### config.mk
export PLATFORM = sky130hd
export DESIGN_NAME = pal_cfg_loader
export DESIGN_NICKNAME = d
export VERILOG_FILES = /design/src/rtl/pal_cfg_loader.sv
export SDC_FILE = /design/constraint.sdc
export NUM_CORES = 1
export LEC_CHECK = 0
export CORE_MARGIN = 1.5
export CORE_UTILIZATION = 53
export DETAILED_ROUTE_END_ITERATION = 7
export GPL_TIMING_DRIVEN = 0
export PLACE_DENSITY = 0.89
export SLEW_MARGIN = 40
export SYNTH_ARGS = -nofsm -noshare
export SYNTH_HDL_FRONTEND = slang
export SYNTH_SLANG_ARGS = --single-unit
export TNS_END_PERCENT = 20
### constraint.sdc
create_clock -name clk -period 2.25 [get_ports clk]
set_clock_uncertainty 0.05 [all_clocks]
set_input_delay 0.45 -clock clk [delete_from_list [all_inputs] [get_ports clk]]
set_output_delay 0.45 -clock clk [all_outputs]
set_load 0.01 [all_outputs]
### src/rtl/pal_cfg_loader.sv
// Byte-to-serial loader for the PAL configuration shift chain; LSB of each byte shifts first.
// Optional CRC-8 trailer check is enabled by defining PAL_CFG_CRC_EN.
module pal_cfg_loader #(
    parameter int NUM_INPUTS        = 8,
    parameter int NUM_INTERM_STAGES = 11,
    parameter int NUM_OUTPUTS       = 6
) (
    input  logic       clk,
    input  logic       rst,
    input  logic       start,
    input  logic       abort,
    input  logic [7:0] byte_in,
    input  logic       byte_valid,
    output logic       byte_ready,
    input  logic       enable_req,
    output logic       cfg_bit,
    output logic       cfg_shift,
    output logic       pal_enable,
    output logic       busy,
    output logic       done,
    output logic       error
);
    localparam int BITSTREAM_LEN = 2*NUM_INPUTS*NUM_INTERM_STAGES + NUM_INTERM_STAGES*NUM_OUTPUTS;
    localparam int CNT_W         = $clog2(BITSTREAM_LEN + 1);
    localparam logic [CNT_W-1:0] LAST_BIT = CNT_W'(BITSTREAM_LEN - 1);

    typedef enum logic [2:0] {
        S_IDLE,
        S_LOAD,
        S_SHIFT,
        S_DONE
`ifdef PAL_CFG_CRC_EN
        , S_CHECK,
        S_ERR
`endif
    } state_t;

    state_t           state_q;
    logic [CNT_W-1:0] bit_cnt_q;
    logic [2:0]       bit_idx_q;
    logic [7:0]       shreg_q;
    logic             byte_ready_q;
    logic             cfg_bit_q;
    logic             cfg_shift_q;
    logic             pal_enable_q;
    logic             busy_q;
    logic             done_q;

`ifdef PAL_CFG_CRC_EN
    logic [7:0] crc_q;
    logic       error_q;

    // CRC-8, poly 0x07, MSB-first register, one chain bit per call
    function automatic logic [7:0] crc8_step(input logic [7:0] c, input logic b);
        logic fb;
        fb = c[7] ^ b;
        return {c[6:0], 1'b0} ^ (fb ? 8'h07 : 8'h00);
    endfunction
`endif

    always_ff @(posedge clk) begin
        if (rst) begin
            state_q      <= S_IDLE;
            bit_cnt_q    <= '0;
            bit_idx_q    <= '0;
            shreg_q      <= '0;
            byte_ready_q <= 1'b0;
            cfg_bit_q    <= 1'b0;
            cfg_shift_q  <= 1'b0;
            pal_enable_q <= 1'b0;
            busy_q       <= 1'b0;
            done_q       <= 1'b0;
`ifdef PAL_CFG_CRC_EN
            crc_q        <= '0;
            error_q      <= 1'b0;
`endif
        end else if (abort) begin
            // chain keeps whatever was already shifted in
            state_q      <= S_IDLE;
            byte_ready_q <= 1'b0;
            cfg_bit_q    <= 1'b0;
            cfg_shift_q  <= 1'b0;
            pal_enable_q <= 1'b0;
            busy_q       <= 1'b0;
            done_q       <= 1'b0;
`ifdef PAL_CFG_CRC_EN
            error_q      <= 1'b0;
`endif
        end else begin
            case (state_q)
                S_IDLE: begin
                    if (start) begin
                        state_q      <= S_LOAD;
                        bit_cnt_q    <= '0;
                        busy_q       <= 1'b1;
                        byte_ready_q <= 1'b1;
`ifdef PAL_CFG_CRC_EN
                        crc_q        <= '0;
`endif
                    end
                end
                S_LOAD: begin
                    if (byte_valid && byte_ready_q) begin
                        state_q      <= S_SHIFT;
                        shreg_q      <= {1'b0, byte_in[7:1]};
                        cfg_bit_q    <= byte_in[0];
                        cfg_shift_q  <= 1'b1;
                        byte_ready_q <= 1'b0;
                        bit_idx_q    <= '0;
                    end
                end
                S_SHIFT: begin
                    bit_cnt_q <= bit_cnt_q + 1'b1;
`ifdef PAL_CFG_CRC_EN
                    crc_q     <= crc8_step(crc_q, cfg_bit_q);
`endif
                    if (bit_cnt_q == LAST_BIT) begin
                        // chain full: remaining bits of this byte are dropped
                        cfg_shift_q <= 1'b0;
                        cfg_bit_q   <= 1'b0;
`ifdef PAL_CFG_CRC_EN
                        state_q      <= S_CHECK;
                        byte_ready_q <= 1'b1;
`else
                        state_q     <= S_DONE;
                        busy_q      <= 1'b0;
                        done_q      <= 1'b1;
`endif
                    end else if (bit_idx_q == 3'd7) begin
                        state_q      <= S_LOAD;
                        cfg_shift_q  <= 1'b0;
                        cfg_bit_q    <= 1'b0;
                        byte_ready_q <= 1'b1;
                    end else begin
                        cfg_bit_q <= shreg_q[0];
                        shreg_q   <= shreg_q >> 1;
                        bit_idx_q <= bit_idx_q + 3'd1;
                    end
                end
                S_DONE: begin
                    if (start) begin
                        state_q      <= S_LOAD;
                        bit_cnt_q    <= '0;
                        busy_q       <= 1'b1;
                        byte_ready_q <= 1'b1;
                        done_q       <= 1'b0;
                        pal_enable_q <= 1'b0;
`ifdef PAL_CFG_CRC_EN
                        crc_q        <= '0;
`endif
                    end else begin
                        pal_enable_q <= enable_req;
                    end
                end
`ifdef PAL_CFG_CRC_EN
                S_CHECK: begin
                    // trailer byte is compared, never shifted
                    if (byte_valid) begin
                        byte_ready_q <= 1'b0;
                        busy_q       <= 1'b0;
                        if (byte_in == crc_q) begin
                            state_q <= S_DONE;
                            done_q  <= 1'b1;
                        end else begin
                            state_q <= S_ERR;
                            error_q <= 1'b1;
                        end
                    end
                end
                S_ERR: begin
                    if (start) begin
                        state_q      <= S_LOAD;
                        bit_cnt_q    <= '0;
                        busy_q       <= 1'b1;
                        byte_ready_q <= 1'b1;
                        error_q      <= 1'b0;
                        crc_q        <= '0;
                    end
                end
`endif
                default: state_q <= S_IDLE;
            endcase
        end
    end

    assign byte_ready = byte_ready_q;
    assign cfg_bit    = cfg_bit_q;
    assign cfg_shift  = cfg_shift_q;
    assign pal_enable = pal_enable_q;
    assign busy       = busy_q;
    assign done       = done_q;
`ifdef PAL_CFG_CRC_EN
    assign error      = error_q;
`else
    assign error      = 1'b0;
`endif

endmodule
==> key figures <==
Status
  • Outcome: finished clean

GRT
  • GRT busiest layer: met2
  • GRT met3 Usage: 4.098%
  • Met1 usage: between 20% and 30%
  • Grt ovf: 0
  • Met2 Track Usage GR: 40.08%
  • Largest net degree at the start of global routing: 16
  • Vias in the first global route: 1170
  • Initial antenna violation count: 0
  • First-pass GRT wire length: just under 5000 µm
  • Total GRT Usage: between 20 and 25%

Timing
  • Final setup fails: 0
  • Worst-Margin Slew: around 500 ps
  • Max-slew violations: 0
  • Final worst path period share: about 92%
  • Fin crit period: just over 2000 ps
  • Unrepaired setup endpoints after global routing: no
  • Max-Slew Margin vs Limit: 66.48%
  • Max Clock Freq: 482.2 MHz
  • Worst hold slack: between 400 and 500 ps
  • Final Hold Fails: 0

Critical path
  • Reg2reg start: state_q[1]
  • Critical path startpoint category: flip-flop
  • Setup CP Type: reg -> reg
  • Reg2reg path depth: 6
  • CP max FO: 8
  • Req. time, crit path: 2430 ps
  • Worst reg2reg path endpoint: bit_idx_q[0]
  • CP endpoint kind: flip-flop
  • Worst R2R Setup Slack: 180 ps
  • Worst Path Arrival: approximately 2300 ps

Worst hold path
  • Hold worst-path end: pal_enable
  • Hold Crit Start: pal_enable
  • Min-delay worst type: reg -> reg
  • Hold depth: 2

Synthesis
  • Syn_nets: 175
  • Commonest cells in the synthesized netlist: dfxtp_1 (26), a21oi_1 (18), nand2_1 (9)
  • Flops & latches, synth: 26
  • Post-synth top area share: between 30 and 40%
  • Syn Inst Count: 153
  • Yosys warns: 0
  • Netlist cell types: 46
  • Mapped Avg Cell Area: roughly 9.2 µm²
  • Area contributors post-synth: dfxtp_1 (37%), ha_1 (7.1%), a21oi_1 (6.4%)
  • Top-count cell post-synth: dfxtp_1
  • Async SR Flop Fraction: 0%
  • Leading area contributor after synthesis: dfxtp_1
  • Sequential area share after synthesis: a little under two fifths
  • Post-synth EDFFs: 0
  • Cell Area, Synth: around 1400 µm²
  • Ys flop type: dfxtp_1

Pwr
  • Max IR drop VDD: about 0.46 mV
  • Net switching component of the power: between 0.0002 and 0.00025 W
  • Combinational share of power: ~17%
  • Seq pwr share: around half
  • Clk network pwr share: about 33%
  • Pint: approximately 0.00074 W
  • Switching share of power: between 20% and 30%
  • Power per cell area: a little under 600 nW/µm²
  • Power Total: between 0.0009 and 0.001 W
  • Leakage: 0.6151 nW

Clocking
  • Post-cts hold buffer count: 0
  • Num CTS Buffers: 3
  • Resize count post-CTS: 0
  • Setup Fix Bufs, Post-CTS: 0
  • CTS Buffer Depth: 2
  • H-tree Lvls: 1
  • Clock sink count: 26
  • Worst-path clk slew: around 140 ps
  • TritonCTS clock tree: yes
  • Clk root buf: clkbuf_4
  • Worst-skew pair later-pin latency: 330 ps

Floorplan
  • Die footprint: 2982 µm²
  • Initial Util: between 50 and 60%
  • Core area: about 2500 µm²
  • Chip width: ~55 µm
  • # rows: 18
  • I/O pin cnt: 21
  • Die Y: 54.61 µm

Routing
  • Iter 0 DRT Violations: 25
  • Drt pass-1 iters: 4
  • DRT Wirelength: roughly 3100 µm
  • DRT antenna net count: 0
  • # DRC: 0
  • DR vias: about 1200
  • Detailed-route wire length per cell: ~15 µm
  • DR vias/cell: about 6.0

Place
  • DP Area: approximately 1600 µm²
  • RePlAce Congestion: about 0.88
  • Input/output buffers: 19
  • Dpl hpwl: between 2000 and 2500 µm

Flow run
  • MaxCap Viol Count: 0

Layout
  • Antenna Cells: 0
  • Final Cell Area: 1692 µm²
  • Final #Nets: just under 200
  • Share of layout cells above drive strength 1: between 10% and 20%
  • Layout area overhead: 19.86%
==> placed cells by master, fill, tap and decap left out, types with 4 or more instances in the layout <==
| cell type | instances |
|---|---|
| nor2_1 | 8 |
| clkdlybuf4s50_1 | 19 |
| o21ai_0 | 5 |
| nand2_1 | 9 |
| inv_1 | 6 |
| ha_1 | 8 |
| nor3_1 | 4 |
| dfxtp_1 | 26 |
| a211oi_1 | 7 |
| mux2i_1 | 6 |
| a21oi_1 | 18 |
| xor2_1 | 4 |
==> power by group through the flow <==
stage | Clock [W] | Sequential, W | Combinational (W)
after floorplan | 0 | 0.000503 | 0.000108
after global placement | 0 | 0.000503 | 0.000159
after detailed placement | 0 | 0.000505 | 0.000167
after CTS | 0.000328 | 0.000495 | 0.000169
after global routing | 0.000343 | 0.000497 | 0.000186
final | 0.000323 | 0.000495 | 0.000170
==> registers in the layout (all words and copies together), names as in the netlist <==
signal	flops
busy	1
state_q	2
bit_idx_q	3
pal_enable	1
byte_ready	1
done	1
cfg_bit	1
shreg_q	7
bit_cnt_q	8
cfg_shift	1
==> final cells by class <==
cell class,count,area (µm²)
multi-input cells,114,830.8
fillers,201,808.3
flip-flops and latches,26,520.5
repair buffers,19,190.2
plain buffers,7,37.54
well taps,30,37.54
clock inverters,1,30.03
clock buffers,3,22.52
inverters,6,22.52
==> kinds of logic (layout without fill, tap and decap cells) <==
logic type / Yosys count / count (layout) / share of synthesized area (%)
compound gates: 48 / 48 / 25.09
xor+xnor: 4 / 4 / 2.482
buf+inv: 13 / 36 / 4.255
simple gates: 46 / 46 / 18.88
fa+ha+maj: 8 / 8 / 7.092
mux: 7 / 7 / 5.053
other cells: 1 / 1 / 0.2657
flops: 26 / 26 / 36.88
==> how the worst max path moves through the flow <==
| stage | slack (ps) | from | end | cells past startpoint |
|---|---|---|---|---|
| floorplan | 450 | state_q[1] | bit_idx_q[0] | 6 |
| global placement | 40 | byte_valid | shreg_q[3] | 6 |
| detailed placement | -10 | byte_valid | bit_idx_q[0] | 5 |
| CTS | 180 | state_q[1] | bit_idx_q[0] | 6 |
| global route | 40 | state_q[1] | bit_idx_q[0] | 6 |
| finish | 180 | state_q[1] | bit_idx_q[0] | 6 |
==> routing by layer <==
metal / part of all wire, % / vias up
met5: 0 / -
met3: 3.2 / 9
met4: 2.0 / 0
met1: 45 / 589
met2: 50 / 28
li1: - / 607
==> critical path, cell delays in order, from the launching register on <==
cell	delay, ps
dfxtp_1	410
inv_1	90
ha_1	250
a21boi_4	190
a2111oi_4	490
a21oi_1	200
mux2_2	300
==> stage by stage <==
step	TNS [ps]	setup WS, ps	utilization, %	std cells
2_1_floorplan	0	445.5	-	153
3_3_place_gp	0	40.52	65.57	202
3_5_place_dp	-13.31	-13.31	65.57	202
4_1_cts	0	184.0	67.67	206
5_1_grt	0	41.98	67.67	206
6_report	0	176.2	67.67	206
Power figures use the tool's default switching activity.
